## src/rtl/hazard_ctrl_if.sv

```systemverilog
`default_nettype none
// ============================================================================
// Module      : hazard_ctrl_if
// Description : Bundle of hazard-detection inputs and pipeline stall/flush
//               controls exchanged between the core and hazard_ctrl.
// Revision    : 1.0 - initial release
// ============================================================================
interface hazard_ctrl_if #(
   parameter int CNT_W = 32
);
   // Hazard sources observed in the pipeline
   logic [4:0]       rs1_addrD;
   logic [4:0]       rs2_addrD;
   logic [4:0]       rdE;
   logic             MemReadE;
   logic             mispredictE;
   logic             dmem_reqM;
   logic             dmem_ready;

   // Pipeline register controls and status
   logic             stallF;
   logic             stallD;
   logic             stallE;
   logic             stallM;
   logic             flushD;
   logic             flushE;
   logic             timeout_err;
   logic [CNT_W-1:0] stall_cycles;
   logic [CNT_W-1:0] flush_count;

   // Core side: presents hazard sources, consumes controls
   modport master (
      output rs1_addrD, rs2_addrD, rdE, MemReadE, mispredictE, dmem_reqM, dmem_ready,
      input  stallF, stallD, stallE, stallM, flushD, flushE,
      input  timeout_err, stall_cycles, flush_count
   );

   // Hazard controller side
   modport slave (
      input  rs1_addrD, rs2_addrD, rdE, MemReadE, mispredictE, dmem_reqM, dmem_ready,
      output stallF, stallD, stallE, stallM, flushD, flushE,
      output timeout_err, stall_cycles, flush_count
   );
endinterface
`default_nettype wire

```

## src/rtl/hazard_ctrl.sv

```systemverilog
`default_nettype none
// ============================================================================
// Module      : hazard_ctrl
// Description : RV32 pipeline hazard controller. Generates stall/flush
//               controls for load-use interlocks, EX-stage mispredict
//               recovery and multi-cycle data-memory waits (with sticky
//               timeout detection). Keeps saturating stall/flush counters.
// Revision    : 1.0 - initial release
// ============================================================================
module hazard_ctrl #(
   parameter int MEM_TIMEOUT = 16,
   parameter int CNT_W       = 32
) (
   input  wire logic   clk,
   input  wire logic   rst,
   hazard_ctrl_if.slave hz
);

   // Wide enough to hold MEM_TIMEOUT itself (the saturation value)
   localparam int WAIT_W = $clog2(MEM_TIMEOUT + 1);
   localparam logic [WAIT_W-1:0] c_wait_max = WAIT_W'(MEM_TIMEOUT);
   localparam logic [WAIT_W-1:0] c_wait_one = WAIT_W'(1);
   localparam logic [CNT_W-1:0]  c_cnt_max  = '1;
   localparam logic [CNT_W-1:0]  c_cnt_one  = CNT_W'(1);

   typedef enum logic [0:0] {
      ST_RUN      = 1'b0,
      ST_MEM_WAIT = 1'b1
   } state_t;

   state_t             state_q, state_d;
   logic [WAIT_W-1:0]  wait_cnt_q, wait_cnt_d;
   logic               timeout_err_q, timeout_err_d;
   logic [CNT_W-1:0]   stall_cycles_q, stall_cycles_d;
   logic [CNT_W-1:0]   flush_count_q, flush_count_d;

   logic               mem_busy;
   logic               load_use;
   logic               timeout_hit;
   logic               flush_issue;
   logic               stallF_c, stallD_c, stallE_c, stallM_c;
   logic               flushD_c, flushE_c;

   // State, wait counter, sticky error and counters; async clear on rst
   always_ff @(posedge clk or posedge rst) begin
      if (rst) begin
         state_q        <= ST_RUN;
         wait_cnt_q     <= '0;
         timeout_err_q  <= 1'b0;
         stall_cycles_q <= '0;
         flush_count_q  <= '0;
      end else begin
         state_q        <= state_d;
         wait_cnt_q     <= wait_cnt_d;
         timeout_err_q  <= timeout_err_d;
         stall_cycles_q <= stall_cycles_d;
         flush_count_q  <= flush_count_d;
      end
   end

   // Next-state logic and prioritised stall/flush decode (zero latency)
   always_comb begin
      state_d     = state_q;
      wait_cnt_d  = wait_cnt_q;
      mem_busy    = 1'b0;
      timeout_hit = 1'b0;
      flush_issue = 1'b0;
      stallF_c    = 1'b0;
      stallD_c    = 1'b0;
      stallE_c    = 1'b0;
      stallM_c    = 1'b0;
      flushD_c    = 1'b0;
      flushE_c    = 1'b0;

      // x0 is hard-wired zero, so a load targeting it never creates a hazard
      load_use = hz.MemReadE && (hz.rdE != 5'd0) &&
                 ((hz.rdE == hz.rs1_addrD) || (hz.rdE == hz.rs2_addrD));

      case (state_q)
         ST_RUN: begin
            mem_busy = hz.dmem_reqM && !hz.dmem_ready;
            if (mem_busy) begin
               state_d    = ST_MEM_WAIT;
               wait_cnt_d = c_wait_one;
            end
         end
         ST_MEM_WAIT: begin
            // Request is treated as held while waiting; only ready matters
            mem_busy = !hz.dmem_ready;
            if (hz.dmem_ready) begin
               state_d    = ST_RUN;
               wait_cnt_d = '0;
            end else begin
               timeout_hit = (wait_cnt_q == c_wait_max);
               if (wait_cnt_q != c_wait_max) begin
                  wait_cnt_d = wait_cnt_q + c_wait_one;
               end
            end
         end
         default: begin
            state_d    = ST_RUN;
            wait_cnt_d = '0;
         end
      endcase

      // Memory wait freezes everything; a mispredict then kills the
      // wrong-path ID instruction, so a load-use on it is irrelevant
      if (mem_busy) begin
         stallF_c = 1'b1;
         stallD_c = 1'b1;
         stallE_c = 1'b1;
         stallM_c = 1'b1;
      end else if (hz.mispredictE) begin
         flushD_c    = 1'b1;
         flushE_c    = 1'b1;
         flush_issue = 1'b1;
      end else if (load_use) begin
         stallF_c = 1'b1;
         stallD_c = 1'b1;
         flushE_c = 1'b1;
      end

      // While reset is held every control is quiet
      if (rst) begin
         stallF_c    = 1'b0;
         stallD_c    = 1'b0;
         stallE_c    = 1'b0;
         stallM_c    = 1'b0;
         flushD_c    = 1'b0;
         flushE_c    = 1'b0;
         flush_issue = 1'b0;
         timeout_hit = 1'b0;
      end
   end

   // Sticky timeout flag and saturating performance counters
   always_comb begin
      timeout_err_d  = timeout_err_q | timeout_hit;
      stall_cycles_d = stall_cycles_q;
      flush_count_d  = flush_count_q;
      if (stallF_c && (stall_cycles_q != c_cnt_max)) begin
         stall_cycles_d = stall_cycles_q + c_cnt_one;
      end
      if (flush_issue && (flush_count_q != c_cnt_max)) begin
         flush_count_d = flush_count_q + c_cnt_one;
      end
   end

   assign hz.stallF       = stallF_c;
   assign hz.stallD       = stallD_c;
   assign hz.stallE       = stallE_c;
   assign hz.stallM       = stallM_c;
   assign hz.flushD       = flushD_c;
   assign hz.flushE       = flushE_c;
   assign hz.timeout_err  = timeout_err_q;
   assign hz.stall_cycles = stall_cycles_q;
   assign hz.flush_count  = flush_count_q;

endmodule
`default_nettype wire

```

## src/flat_wrapper.sv

```systemverilog
// flat-port wrapper written by rule: the top's interface ports become plain ports
module hazard_ctrl_flat 
#(
   parameter int MEM_TIMEOUT = 16,
   parameter int CNT_W       = 32
)
  (clk, rst, hz_rs1_addrD, hz_rs2_addrD, hz_rdE, hz_MemReadE, hz_mispredictE, hz_dmem_reqM, hz_dmem_ready, hz_stallF, hz_stallD, hz_stallE, hz_stallM, hz_flushD, hz_flushE, hz_timeout_err, hz_stall_cycles, hz_flush_count);
  hazard_ctrl_if #(.CNT_W(CNT_W)) hz_i ();
  input  wire logic clk;
  input  wire logic rst;
  input wire logic [$bits(hz_i.rs1_addrD)-1:0] hz_rs1_addrD;
  input wire logic [$bits(hz_i.rs2_addrD)-1:0] hz_rs2_addrD;
  input wire logic [$bits(hz_i.rdE)-1:0] hz_rdE;
  input wire logic [$bits(hz_i.MemReadE)-1:0] hz_MemReadE;
  input wire logic [$bits(hz_i.mispredictE)-1:0] hz_mispredictE;
  input wire logic [$bits(hz_i.dmem_reqM)-1:0] hz_dmem_reqM;
  input wire logic [$bits(hz_i.dmem_ready)-1:0] hz_dmem_ready;
  output wire logic [$bits(hz_i.stallF)-1:0] hz_stallF;
  output wire logic [$bits(hz_i.stallD)-1:0] hz_stallD;
  output wire logic [$bits(hz_i.stallE)-1:0] hz_stallE;
  output wire logic [$bits(hz_i.stallM)-1:0] hz_stallM;
  output wire logic [$bits(hz_i.flushD)-1:0] hz_flushD;
  output wire logic [$bits(hz_i.flushE)-1:0] hz_flushE;
  output wire logic [$bits(hz_i.timeout_err)-1:0] hz_timeout_err;
  output wire logic [$bits(hz_i.stall_cycles)-1:0] hz_stall_cycles;
  output wire logic [$bits(hz_i.flush_count)-1:0] hz_flush_count;
  assign hz_i.rs1_addrD = hz_rs1_addrD;
  assign hz_i.rs2_addrD = hz_rs2_addrD;
  assign hz_i.rdE = hz_rdE;
  assign hz_i.MemReadE = hz_MemReadE;
  assign hz_i.mispredictE = hz_mispredictE;
  assign hz_i.dmem_reqM = hz_dmem_reqM;
  assign hz_i.dmem_ready = hz_dmem_ready;
  assign hz_stallF = hz_i.stallF;
  assign hz_stallD = hz_i.stallD;
  assign hz_stallE = hz_i.stallE;
  assign hz_stallM = hz_i.stallM;
  assign hz_flushD = hz_i.flushD;
  assign hz_flushE = hz_i.flushE;
  assign hz_timeout_err = hz_i.timeout_err;
  assign hz_stall_cycles = hz_i.stall_cycles;
  assign hz_flush_count = hz_i.flush_count;
  hazard_ctrl #(.MEM_TIMEOUT(MEM_TIMEOUT), .CNT_W(CNT_W)) u_core (.clk(clk), .rst(rst), .hz(hz_i));
endmodule
```

## config.mk

```make
export PLATFORM = sky130hd
export DESIGN_NAME = hazard_ctrl_flat
export DESIGN_NICKNAME = d
export VERILOG_FILES = /design/src/rtl/hazard_ctrl_if.sv /design/src/rtl/hazard_ctrl.sv /design/src/flat_wrapper.sv
export SDC_FILE = /design/constraint.sdc
export NUM_CORES = 1
export LEC_CHECK = 0
export ABC_AREA = 1
export CAP_MARGIN = 10
export CORE_ASPECT_RATIO = 0.7
export CORE_MARGIN = 2
export CORE_UTILIZATION = 40
export CTS_CLUSTER_SIZE = 12
export DETAILED_ROUTE_END_ITERATION = 8
export PLACE_DENSITY = 0.75
export SLEW_MARGIN = 20
export SYNTH_ARGS = -nofsm -noshare
export SYNTH_HDL_FRONTEND = slang
export SYNTH_SLANG_ARGS = --single-unit
```

## constraint.sdc

```tcl
create_clock -name clk -period 7.48 [get_ports clk]
set_input_delay 1.496 -clock clk [delete_from_list [all_inputs] [get_ports clk]]
set_output_delay 1.496 -clock clk [all_outputs]
set_load 0.005 [all_outputs]
```

# After elaboration in Yosys (flattened, before gate mapping)
# Cells that the tools add are included.
# W data, S select, Z words.
# word_totals
ram_bits	0
mem_count	0
inputBits	21
rom_bits	0
register_bits	71
latchBits	0
word_cells	50
output_inout_bits	71
# classes
n_bitwise	2
magnitude_cmp	0
n_reduce_logical	9
muxes	23
n_shift	0
n_eq_ne	8
n_addsub	3
div_mod_pow	0
multipliers	0
# ops
operator	n
$add A32 B1 Y32 const B	2
$ne A32 B32 Y1 const B	2
$mux W1	17
$mux W5	3
$eq A5 B5 Y1	2
$pmux W5 S2	1
$add A5 B1 Y5 const B	1
$eq A5 B5 Y1 const B	1
$logic_and A1 B1 Y1	5
$ne A5 B5 Y1 const B	1
$reduce_bool A5 Y1	1
$pmux W1 S2	2
$ne A3 B3 Y1 const B	1
$ne A2 B1 Y1 const B	1
$reduce_and A2 Y1	1
$logic_not A1 Y1	1
$logic_or A1 B1 Y1	1
$not A1 Y1	1
$or A1 B1 Y1	1

# Depth between registers and ports, before layout
# Gate-level depths: netlist of run 1.
# logic_depth
depth_word	8
ltp_mapped	12
depth_no_buf	11

# Worst setup path before layout of run 1
# Ideal clock, no wire load.
# synth_timing
kind	in2out
from	input rst
to	output hz_flushD
setup_slack_ns	2.521
t_arrival_ns	3.463
t_required_ns	5.984
stages	3
n_path_buf	0
path_cell_list	inv_1 nand2_1 nor2_2
# synth_via
elab_chain_cells	1
# synth_rtl
element	line	source
start: declaration	flat_wrapper.sv:10	input wire logic rst;
$mux W1	hazard_ctrl.sv:124	if (rst) begin
end: declaration	flat_wrapper.sv:22	output wire logic [$bits(hz_i.flushD)-1:0] hz_flushD;
# No other way between the ends.

# Final worst setup path of run 1
# layout_timing
from	input hz_rdE[1]
to	output hz_stallD
# layout_via
elab_chain_cells	7
elab_cells_between_ends	10
classes_between	2 x eq/ne; 4 x mux; 4 x reduce/logical
# layout_rtl
element	line	source
start: declaration	flat_wrapper.sv:13	input wire logic [$bits(hz_i.rdE)-1:0] hz_rdE;
$eq A5 B5 Y1 / $reduce_bool A5 Y1 (equally long branches)	hazard_ctrl.sv:77, hazard_ctrl.sv:76	
$logic_or A1 B1 Y1 / $logic_and A1 B1 Y1 (equally long branches)	hazard_ctrl.sv:77, hazard_ctrl.sv:76	
$logic_and A1 B1 Y1 *	hazard_ctrl.sv:76	load_use = hz.MemReadE && (hz.rdE != 5'd0) &&
$mux W1 *	hazard_ctrl.sv:117	end else if (load_use) begin
$mux W1 *	hazard_ctrl.sv:113	end else if (hz.mispredictE) begin
$mux W1 *	hazard_ctrl.sv:108	if (mem_busy) begin
$mux W1 *	hazard_ctrl.sv:124	
end: declaration	flat_wrapper.sv:19	output wire logic [$bits(hz_i.stallD)-1:0] hz_stallD;
# Mark *: on every way between the ends. The rest lies on a longest branch, timed or not.

==> results of run 1 <==
-- state kept, by name, summed over array words and instances (netlist names) --
name and flops:
u_core.hz.timeout_err 1, u_core.wait_cnt_q 5, u_core.hz.flush_count 32, u_core.hz.stall_cycles 32, u_core.state_q 1
-- worst min path at each step --
stage / startpoint / end / slack (ps) / cells past startpoint
final: u_core.hz.timeout_err / u_core.hz.timeout_err / 500 / 1
after floorplan: u_core.hz.timeout_err / u_core.hz.timeout_err / 470 / 1
after global placement: u_core.hz.timeout_err / u_core.hz.timeout_err / 490 / 1
after CTS: u_core.hz.timeout_err / u_core.hz.timeout_err / 500 / 1
after detailed placement: u_core.hz.timeout_err / u_core.hz.timeout_err / 490 / 1
after global routing: u_core.hz.timeout_err / u_core.hz.timeout_err / 530 / 1
-- layer usage --
layer	GRT usage, %	up-vias
li1	-	2343
met1	32.6	2107
met2	27.5	140
met3	4.41	10
met4	4.91	0
met5	0	-
-- worst reg2reg max path: stages (launching register included) --
cell and delay [ps]:
dfrtp_1 460, ha_1 270, inv_1 100, nor2_4 190
nand2_1 80, nor2_1 140, nand3b_2 550, nand2_2 680
nand2_1 110, nand2_1 80
-- power by group --
part / total [mW] / switching, mW / leakage [nW] / internal [mW]
sequential: 0.463 / 0.0473 / 0.967 / 0.416
clock: 0.426 / 0.160 / 0.146 / 0.266
combinational: 0.190 / 0.0928 / 1.64 / 0.0969
total: 1.08 / 0.300 / 2.75 / 0.778
-- cells by family (layout without fill, tap and decap cells) --
logic type               Yosys count  after routing
AND/OR/NAND/NOR                  470            470
buffers and inverters             84            177
flip-flops                        71             71
XOR/XNOR                          47             47
AO/OA/AOI/OAI                     20             20
adder cells (fa/ha/maj)            4              4
-- cell usage after synthesis, types with 2 or more instances --
| master | count | area share [%] |
|---|---|---|
| nand2_1 | 265 | 21 |
| nor2_1 | 91 | 7.2 |
| dfrtp_1 | 71 | 37 |
| inv_1 | 66 | 5.2 |
| nand3_1 | 55 | 5.8 |
| xor2_1 | 28 | 5.2 |
| xnor2_1 | 19 | 3.5 |
| nor3_1 | 17 | 1.8 |
| nand4_1 | 10 | 1.3 |
| buf_6 | 7 | 1.7 |
| o21ai_0 | 7 | 0.74 |
| nand2_2 | 6 | 0.79 |
| nand3b_1 | 6 | 0.95 |
| nor2_2 | 6 | 0.79 |
| o21ai_1 | 6 | 0.63 |
| buf_2 | 5 | 0.53 |
| buf_4 | 4 | 0.63 |
| ha_1 | 4 | 1.1 |
| a21oi_1 | 3 | 0.32 |
| nor3_2 | 3 | 0.63 |
| and3_1 | 2 | 0.26 |
| nand3_2 | 2 | 0.42 |
| nor4_1 | 2 | 0.26 |
-- area by class of cell --
cell class,instances,area (um2)
Clock inverter,4,45.0
Timing Repair Buffer,93,926
Sequential cell,71,1780
Fill cell,1164,5620
Clock buffer,12,246
Multi-Input combinational cell,541,2570
Tap cell,157,196
Inverter,68,258
==> run metrics, run 1 <==
vias=4600; area added between synthesis and finish=27.0%; WP depth=11; wire per inst=13.3 um; diode count=0; Mapped Cells=696; Critical Path Fanout Max=41; Setup Crit Path Kind=in -> out; setup repair bufs after CTS=0; sequential area share after synthesis=37.5%; GR Overflow Total=0; Yosys reg bits=71; crit start category=input port; Hold WC Path Type=reg -> reg; Met1 Wirelength=6590 um; Lkg Pwr=2.75 nW; commonest non-fill, non-tap cell in the layout=nand2_1; Root Driver=clkbuf_16; IO Pins=92; slowest stage delay, CP=580 ps; core area=11600 um2; worst r2r dst=u_core.hz.stall_cycles[3]; Critical path buffers and inverters=4; Finish-stage setup viols=0; antenna violation net count after detailed routing=0; Final period util=67.3%; Tot Pwr=1.08 mW; main flop type after synthesis=dfrtp_1; Iter 0 DRT Violations=349; largest family of logic cells by synthesized area=simple AND/OR/NAND/NOR gates; Worst-Margin Slew=902 ps; Compound-Gate Fraction of Synth Area=2.35%; clock slew at reported path FFs=60 ps; DR WL met2=5010 um; commonest cells after routing, fill and taps aside=265 x nand2_1, 91 x nor2_1, 91 x clkdlybuf4s50_1; xor/xnor share of the synthesized area=8.68%; Adder-Cell Fraction of Synth Area=1.06%; Clock Skews=9.26 ps; mux share of post-synthesis cell area=0%; delay-heaviest family, CP=buffers and inverters; EDFF count, synth=0; first-pass GRT wire length=20700 um; fmax=199 MHz; later-pin clock latency in the skew report=330 ps; Avg Cell Area, Syn=6.82 um2; GR Util All Layers=20.5%; worst-path cell chain=clkdlybuf4s50_1, inv_1, nand2_1, nand2_1, nor2_1, nand3_1, nand2_1, nand3_1, nand2_1, buf_4, clkdlybuf4s50_1; Routed WL=12600 um; Highest Signal Layer=met4; die height=95.1 um; Util after Layout=51.7%; CTS Buffer Depth=2; initial core utilization=40.7%; die area=12800 um2; Worst R2R Setup Slack=4750 ps; RSZ-0062 raised after global routing=false; CP max stage cell=clkdlybuf4s50_1; hold_buf cts=0; Netlist cell types=34; Reg2Reg Depth=9; Die Width=134 um; setup_tns=0 ps; PortBufs=91; number of global-route vias before repair=4060; Setup WS pre-CTS=2440 ps; asr flop ratio synth=100%; share of cells above drive strength 1=5.07%; CP dominant cell by count=nand2_1; CP Launch Point=hz_rdE[1]; status=finished, final reports clean; Placed Cells=930; cts bufs inserted=9; post-DP HPWL=9450 um; largest net degree at the start of global routing=73; Post-Layout Cell Count=946; Final nets=809; Max-Cap Viols=0; Worst EP required=5980 ps; Setup crit end=hz_stallD; Simple-Gate Fraction of Synth Area=42.2%; met3 wire length=864 um; WP data arrival=3540 ps; Max H-tree Level=3; 1st-pass router iterations=5; Final Critical Period=5030 ps; Final WS setup=2450 ps; hold_ws=495 ps; DRC=0; post_cts resized=0; post-route cell area=6020 um2; CTS tree=built; Vias/cell=4.86; PwrDens=179 nW/um2; r2r startpoint=u_core.hz.stall_cycles[0]; syn nets=721; dpl cell area=5730 um2; Ys Warns=0; initial antenna violation count=0; Slew Viols, Final=0; number of placement rows=33; Mapped Area=4740 um2; final hold vios=0; normalized max-slew margin=39.9%; Max VDD drop=0.000122 V; GPL Wtd Cong=0.952; CTS Sinks=71; crit end category=output port
Power figures use the tool's default switching activity.
==> run 2, diff against run 1 <==
Clock period 7.48 ns to 4.64 ns, I/O delays scaled along.
==> run 2 against run 1 <==
Effect of this change: routed wire length rose by 0.86%; critical path depth is 1 lower; count of clock-buffer cells in the layout fell by 1; sequential share of layout area shrank 0.46 points; die area unchanged; power grew 79%; combinational power grew 62%; critical endpoint is now hz_flushE; first-iteration DRC count down 9.7%; final cell count is 0.11% higher; sequential power up 61%; final area grew 1.6%; worst hold slack got worse by 9.5 ps.
==> run metrics, run 2 (synthesis gave the netlist of run 1 again) <==
status=finished, final reports clean; first-pass GRT wire length=20800 um (+0.50%); Setup Crit Path Kind=in -> out; initial antenna violation count=0 (unchanged); hold endpoint=u_core.hz.timeout_err; Finish-stage setup viols=0 (unchanged); origin of the worst min-delay path=u_core.hz.timeout_err; Iter 0 DRT Violations=315 (-9.7%); Reg2Reg Depth=8 (-1); setup_tns=0 ps (unchanged); Routed WL=12700 um (+0.86%); PortBufs=91 (unchanged); Util after Layout=52.6% (+0.83 points); die area=12800 um2 (unchanged); crit end category=output port; CP dominant cell by count=nand2_1; setup repair bufs after CTS=0 (unchanged); cts bufs inserted=9 (unchanged); share of cells above drive strength 1=5.44% (+0.37 points); Logic pwr share=16.0% (-1.6 points); CTS Buffer Depth=2 (unchanged); normalized max-slew margin=37.9% (-2.0 points); GR Util All Layers=20.7% (+0.19 points); Max H-tree Level=3 (unchanged); commonest cells after routing, fill and taps aside=265 x nand2_1, 91 x nor2_1, 91 x clkdlybuf4s50_1; fmax=281 MHz; Vias/cell=4.90 (+0.76%); Sw Share=25.7% (-2.1 points); Worst-Margin Slew=932 ps (+29.9 ps); filler cell count=1151 (-1.1%); GR Overflow Total=0 (unchanged); Die Width=134 um (unchanged); Critical Path Fanout Max=3 (-93%); Final nets=810 (+0.12%); Worst R2R Setup Slack=2470 ps (-2280 ps); Final Critical Period=3560 ps; CTS tree=built; slowest stage delay, CP=530 ps (-50 ps); RSZ-0062 raised after global routing=false; largest net degree at the start of global routing=73 (unchanged); diode count=0 (unchanged); IO Pins=92 (unchanged); Max-Cap Viols=0 (unchanged); number of global-route vias before repair=4118 (+1.4%); Clock Power Share=45.4% (+5.9 points); wire per inst=13.4 um (+0.75%); later-pin clock latency in the skew report=330 ps (about the same); post-DP HPWL=9410 um (-0.47%); Root Driver=clkbuf_16; initial core utilization=40.7% (unchanged); GPL Wtd Cong=0.960 (+0.83%); worst-path cell chain=clkdlybuf4s50_1, inv_1, nand2_1, nand2_1, nor2_1, nand3_1, nand2_1, nand2_1, a21oi_1, clkdlybuf4s50_1; Seq pwr share=38.6% (-4.3 points); Switch Pwr=498 uW (+66%); post_cts resized=0 (unchanged); 1st-pass router iterations=5 (unchanged); worst r2r dst=u_core.hz.stall_cycles[26]; final hold vios=0 (unchanged); Cells on Worst Hold Path=1 (unchanged); Final period util=76.7%; core area=11600 um2 (unchanged); r2r startpoint=u_core.state_q; Clock Skews=5.77 ps (-3.50 ps); post-route cell area=6120 um2 (+1.6%); commonest non-fill, non-tap cell in the layout=nand2_1; DRC=0 (unchanged); crit start category=input port; Max VDD drop=0.000180 V (+48%); WP data arrival=2630 ps (-910 ps); clock slew at reported path FFs=50 ps (about the same); die height=95.1 um (unchanged); Lkg Pwr=2.79 nW (+1.4%); CP max stage cell=clkdlybuf4s50_1; vias=4640 (+0.87%); dpl cell area=5740 um2 (+0.13%); number of placement rows=33 (unchanged); antenna violation net count after detailed routing=0 (unchanged); Worst EP required=3710 ps (-2270 ps); hold_buf cts=0 (unchanged); area added between synthesis and finish=29.0%; Tot Pwr=1.93 mW (+79%); Slew Viols, Final=0 (unchanged); CTS Sinks=71 (unchanged); Internal Power=1.44 mW (+85%); Hold WC Path Type=reg -> reg; PwrDens=316 nW/um2 (+77%)
-- run 2: changes by cell type in the layout (fill, tap and decap cells not counted) --
cell / delta
clkinv_2: -3
buf_4: +1
clkbuf_8: +1
clkbuf_1: -2
clkinvlp_4: +1
bufinv_16: +3
-- run 2: how the worst max path moves through the flow --
stage / to / from / depth (start not counted) / slack [ps]
6_report: hz_flushE / hz_rdE[1] / 10 / 1080
2_1_floorplan: hz_flushD / rst / 3 / 820
4_1_cts: hz_flushE / hz_rdE[1] / 10 / 1050
3_5_place_dp: hz_flushE / hz_rdE[1] / 10 / 1070
3_3_place_gp: hz_flushE / hz_rdE[3] / 10 / 1070
5_1_grt: hz_flushE / hz_rdE[1] / 10 / 870
-- run 2: cell type report --
class | instances | area, um2 | area share, %
Clock buffer | 11 | 253 | 4.13
Clock inverter | 5 | 128 | 2.09
Inverter | 68 | 258 | 4.21
Multi-Input combinational cell | 541 | 2570 | 42.1
Sequential cell | 71 | 1780 | 29.0
Tap cell | 157 | 196 | 3.21
Timing Repair Buffer | 94 | 933 | 15.3
-- run 2: critical path, delay by kind of cell --
family | cells | cell delay (ps)
buffers and inverters | 3 | 1110
AOI/OAI and AO/OA | 1 | 160
and+or+nand+nor | 6 | 450
-- run 2: power groups by stage --
stage	sequential, mW	clock (mW)	combinational, mW
finish	0.747	0.878	0.308
global route	0.759	0.923	0.343
CTS	0.746	0.891	0.311
detailed placement	0.758	0	0.308
global placement	0.754	0	0.303
floorplan	0.740	0	0.156
-- run 2: routing by layer --
layer	vias to the layer above	part of all wire, %	global-route usage, %
met4	0	0.92	5.09
met5	-	0	0
li1	2352	-	-
met1	2105	51	32.1
met2	173	40	28.4
met3	10	8.3	4.89
-- run 2: through the flow --
stage,setup slack (ps),std cells,hold slack (ps)
6_report,1080,947,486
5_1_grt,871,947,524
4_1_cts,1050,947,497
3_5_place_dp,1070,931,485
3_3_place_gp,1070,931,479
2_1_floorplan,817,696,468
